`config.mk`:
```
export PLATFORM = sky130hd
export DESIGN_NAME = dcache_axi_rd
export DESIGN_NICKNAME = d
export VERILOG_FILES = /design/src/rtl/dcache_axi_rd_pkg.sv /design/src/rtl/dcache_axi_rd.sv
export SDC_FILE = /design/constraint.sdc
export NUM_CORES = 1
export LEC_CHECK = 0
export BUFFER_PORTS_ARGS = -buffer_cell sky130_fd_sc_hd__buf_4
export CAP_MARGIN = 0
export CORE_MARGIN = 4
export CORE_UTILIZATION = 30
export DETAILED_ROUTE_END_ITERATION = 12
export GPL_ROUTABILITY_DRIVEN = 0
export PLACE_DENSITY = 0.47
export SLEW_MARGIN = 20
export SYNTH_ARGS = -nofsm -noshare
export SYNTH_HDL_FRONTEND = slang
export SYNTH_SLANG_ARGS = --single-unit
```
`constraint.sdc`:
```
create_clock -name clk -period 4.7 [get_ports clk]
set_input_delay 0.94 -clock clk [delete_from_list [all_inputs] [get_ports clk]]
set_output_delay 0.94 -clock clk [all_outputs]
set_load 0.05 [all_outputs]
```
`src/rtl/dcache_axi_rd_pkg.sv`:
```
// Shared encodings for the data-cache AXI read engine: request types, FSM states,
// AXI burst constants and the type -> burst shape helpers.
package dcache_axi_rd_pkg;

    typedef enum logic [1:0] {
        RD_WORD   = 2'b00,
        RD_LINE16 = 2'b01,
        RD_LINE32 = 2'b10,
        RD_RSVD   = 2'b11
    } rd_type_e;

    typedef enum logic [1:0] {
        ST_IDLE = 2'd0,
        ST_AR   = 2'd1,
        ST_R    = 2'd2
    } state_e;

    localparam logic [1:0] AXI_BURST_INCR = 2'b01;
    localparam logic [2:0] AXI_SIZE_4B    = 3'b010;

    // The reserved encoding behaves as a 32-byte line everywhere.
    function automatic logic [7:0] burst_len(input rd_type_e t);
        case (t)
            RD_WORD:   burst_len = 8'd0;
            RD_LINE16: burst_len = 8'd3;
            default:   burst_len = 8'd7;
        endcase
    endfunction

    function automatic logic [31:0] burst_addr(input rd_type_e t, input logic [31:0] a);
        case (t)
            RD_WORD:   burst_addr = a;
            RD_LINE16: burst_addr = {a[31:4], 4'b0};
            default:   burst_addr = {a[31:5], 5'b0};
        endcase
    endfunction

endpackage

```
`src/rtl/dcache_axi_rd.sv`:
```
// Single-outstanding AXI read engine for D-cache refills and uncached loads.
// Assembles up to eight 32-bit beats into a 256-bit return buffer.
module dcache_axi_rd
    import dcache_axi_rd_pkg::*;
#(
    parameter logic [3:0] RD_ID = 4'd0
) (
    input  logic         clk,
    input  logic         resetn,

    input  logic         rd_req,
    input  logic [1:0]   rd_type,
    input  logic [31:0]  rd_addr,
    output logic         rd_rdy,

    output logic         ret_valid,
    output logic [255:0] ret_data,
    output logic         ret_half,

    output logic [3:0]   arid,
    output logic [31:0]  araddr,
    output logic [7:0]   arlen,
    output logic [2:0]   arsize,
    output logic [1:0]   arburst,
    output logic         arvalid,
    input  logic         arready,

    input  logic [3:0]   rid,
    input  logic [31:0]  rdata,
    input  logic [1:0]   rresp,
    input  logic         rlast,
    input  logic         rvalid,
    output logic         rready
);

    state_e         state_q, state_d;
    rd_type_e       type_q, type_d;
    logic [31:0]    addr_q, addr_d;
    logic [2:0]     beat_q, beat_d;
    logic           ret_valid_q, ret_valid_d;
    logic           ret_half_q, ret_half_d;
    logic [255:0]   ret_data_q, ret_data_d;

    logic [7:0]     len;
    logic           beat_take;
    logic           last_beat;

    // Completion is purely counter-based; these response fields are not consulted.
    logic           unused_axi;
    assign unused_axi = ^{rid, rresp, rlast};

    assign len       = burst_len(type_q);
    assign beat_take = (state_q == ST_R) && rvalid;
    assign last_beat = ({5'd0, beat_q} == len);

    always_ff @(posedge clk or negedge resetn) begin
        if (!resetn) begin
            state_q     <= ST_IDLE;
            type_q      <= RD_WORD;
            addr_q      <= '0;
            beat_q      <= '0;
            ret_valid_q <= 1'b0;
            ret_half_q  <= 1'b0;
            ret_data_q  <= '0;
        end else begin
            state_q     <= state_d;
            type_q      <= type_d;
            addr_q      <= addr_d;
            beat_q      <= beat_d;
            ret_valid_q <= ret_valid_d;
            ret_half_q  <= ret_half_d;
            ret_data_q  <= ret_data_d;
        end
    end

    always_comb begin
        state_d = state_q;
        case (state_q)
            ST_IDLE: if (rd_req)                  state_d = ST_AR;
            ST_AR:   if (arready)                 state_d = ST_R;
            ST_R:    if (beat_take && last_beat)  state_d = ST_IDLE;
            default:                              state_d = ST_IDLE;
        endcase
    end

    always_comb begin
        type_d      = type_q;
        addr_d      = addr_q;
        beat_d      = beat_q;
        ret_data_d  = ret_data_q;
        ret_valid_d = 1'b0;
        ret_half_d  = 1'b0;

        if (state_q == ST_IDLE && rd_req) begin
            type_d = rd_type_e'(rd_type);
            addr_d = rd_addr;
        end

        if (state_q == ST_AR && arready) begin
            beat_d = '0;
        end

        if (beat_take) begin
            ret_data_d[{beat_q, 5'b0} +: 32] = rdata;
            beat_d = beat_q + 3'd1;
            if (last_beat) begin
                ret_valid_d = 1'b1;
            end else if (len == 8'd7 && beat_q == 3'd3) begin
                // Lower half of a 32-byte line is released early for critical-word use.
                ret_valid_d = 1'b1;
                ret_half_d  = 1'b1;
            end
        end
    end

    assign rd_rdy    = (state_q == ST_IDLE);
    assign arvalid   = (state_q == ST_AR);
    assign rready    = (state_q == ST_R);
    assign arid      = RD_ID;
    assign araddr    = burst_addr(type_q, addr_q);
    assign arlen     = len;
    assign arsize    = AXI_SIZE_4B;
    assign arburst   = AXI_BURST_INCR;
    assign ret_valid = ret_valid_q;
    assign ret_half  = ret_half_q;
    assign ret_data  = ret_data_q;

endmodule

```
==> run summary <==
status: finished, final reports clean
clock sink count: 297
Initial DRT Pass Iterations: 4
Post-CTS Resized: 0
worst skew pair latency: 0.52 ns
largest net degree at the start of global routing: 117
Worst IR Drop VDD: 0.000414 V
Non-Filler Instances: 1781
floorplan row count: 75
Final WS setup: 1.40 ns
wire length of the first global-routing pass: 60.0 mm
Critical Path Fanout Max: 32
reg2reg start: beat_q[0]$_DFFE_PN0P_
DR vias: 8084
Power Density: 840 mW/mm^2
grt ovf: 0
Post-synth ARST share: 1.00
Initial Util: 0.305
top-count cell post-synth: dfrtp_1
Switch Pwr: 6.70 mW
share of the synthesized area in the top cell type: 0.577
cell count after synthesis: 876
Setup Total Neg Slack: 0 ns
number of synthesized flops with an enable pin: 0
setup violators final: 0
worst endpoint required time: 5.10 ns
hold_buf cts: 0
cell type with the largest total area after synthesis: dfrtp_1
core box area: 0.0422 mm^2
clk_skew: 0.0101 ns
Core Util, Final: 0.402
Yosys Warn Count: 0
I/O pin total: 388
Reg power frac: 0.289
hpwl dp: 27.5 mm
drt initial violations: 360
Cell Count Post-Placement: 1720
CTS clk-pin slew, worst paths: 0.06 ns
initial antenna violation count: 1
Peak Freq: 0.303 GHz
CP endpoint kind: flop
max-cap viol count: 0
min cycle time layout: 3.30 ns
detailed-route wire length: 39.9 mm
Slew Limit Fails: 0
Finished Cell Area: 0.0170 mm^2
Die H: 215 um
register bit count reported by yosys: 297
Area contributors post-synth: dfrtp_1, mux2_2, and2_1
Comb pwr share: 0.524
pre-CTS setup slack: 1.33 ns
Pleak: 8.84 nW
Detail Route Antenna Nets: 0
endpoints failing hold: 0
CTS Buf Count: 36
Hold Crit Class: in2async
CTS Root Buffer Type: clkbuf_16
synthesis-to-finish area growth: 31.7%
share of layout cells above drive strength 1: 0.579
fin crit share: 0.701
CP startpoint: beat_q[0]$_DFFE_PN0P_
Total GRT Usage: 0.170
Max clock buf depth: 3
Placement Cell Area: 0.0158 mm^2
critical path arrival: 3.70 ns
Pint: 7.55 mW
syn_area_per_cell: 14.7 um^2
Die W: 215 um
drt drc: 0
top cells by count, synth: dfrtp_1, mux2_2, and2_1
top_reg_cell synth: dfrtp_1
H-tree Lvls: 2
sequential share of the synthesized area: 0.577
Least-Margin Pin Slew: 1.02 ns
vias per inst: 4.54
Post-Syn Area: 0.0129 mm^2
R2R Setup Slk: 1.40 ns
die area: 0.0463 mm^2
worst hold margin: 0.480 ns
CTS tree: done
Netlist cell types: 32
unrepaired setup endpoints after global routing: false
total power: 14.3 mW
Clk pwr share: 0.187
vias in the first global route: 8812
Sw Share: 0.470
final net count: 1304
routed length per instance: 22.4 um
Slew headroom: 0.320
startpoint class of the critical path: flop
Post-CTS Setup Inserts: 0
CP Class: reg2reg
Port Buffer Count: 366
==> flip-flops by register name, indices dropped and copies added (netlist names) <==
| register | count |
|---|---|
| addr_q | 32 |
| beat_q | 3 |
| ret_data | 256 |
| ret_half | 1 |
| ret_valid | 1 |
| state_q | 2 |
| type_q | 2 |
==> cells in the final DEF (no fill, tap or decap), types with 2 or more instances in the layout <==
master and instances:
a21oi_1 3, a221oi_1 2, and2_1 102, and3_1 2
and3_2 2, and3b_1 2, buf_4 382, clkbuf_1 11
clkbuf_16 37, clkbuf_8 11, conb_1 14, dfrtp_1 296
ha_1 7, inv_1 7, mux2_1 18, mux2_2 232
mux2_4 40, nand2_1 4, nand2b_1 2, nor2_1 8
nor2b_1 36, nor3_1 2, nor4b_4 3, o21ai_0 3
==> area by class of cell <==
class / instances / area [um^2]
fillers: 4101 / 25300
flip-flops and latches: 297 / 7430
multi-input cells: 493 / 4810
repair buffers: 384 / 2900
clock buffers: 59 / 1120
well taps: 539 / 674
inverters: 7 / 26.3
clock inverters: 1 / 5.00
diodes: 1 / 2.50
==> power by group through the flow <==
stage | sequential (mW) | combinational (mW) | clock, mW
2_1_floorplan | 6.73 | 2.65 | 0
3_3_place_gp | 4.12 | 7.54 | 0
5_1_grt | 4.26 | 7.81 | 2.87
4_1_cts | 4.12 | 7.56 | 2.78
6_report | 4.11 | 7.47 | 2.67
3_5_place_dp | 4.15 | 7.55 | 0
==> kinds of logic (layout without fill, tap and decap cells) <==
family,Yosys count,after routing,synth area share
mux,290,290,0.265
compound gates,11,11,0.00573
fa+ha+maj,7,7,0.00680
flops,297,297,0.577
buf+inv,98,451,0.0553
simple gates,171,171,0.0897
other cells,2,15,0.000583
==> path summary, 6_finish.rpt <==
path	cells after the start	to
worst max-delay path	6	ret_data[148]$_DFFE_PN0P_
worst min-delay path	1	ret_data[177]$_DFFE_PN0P_
worst max register to register	6	ret_data[148]$_DFFE_PN0P_
worst min register to register	1	ret_data[49]$_DFFE_PN0P_
max in group asynchronous	2	ret_data[137]$_DFFE_PN0P_
min in group clk	1	ret_data[49]$_DFFE_PN0P_
==> layer usage <==
metal / part of all wire / global-route usage / vias to the layer above / routed length [um]
met5: 0 / 0 / - / 0
met4: 0.025 / 0.0554 / 0 / 993
met3: 0.062 / 0.0459 / 51 / 2460
met2: 0.48 / 0.279 / 245 / 19200
met1: 0.43 / 0.220 / 4159 / 17200
li1: - / - / 3629 / -
==> worst max-delay path: stages (launching register included) <==
cell and delay (ns):
dfrtp_2 0.73, inv_1 0.14, ha_1 0.25, ha_1 0.50, nor2b_1 0.27, nand4b_4 0.67, mux2_1 0.59
(Power assumes the default switching activity.)
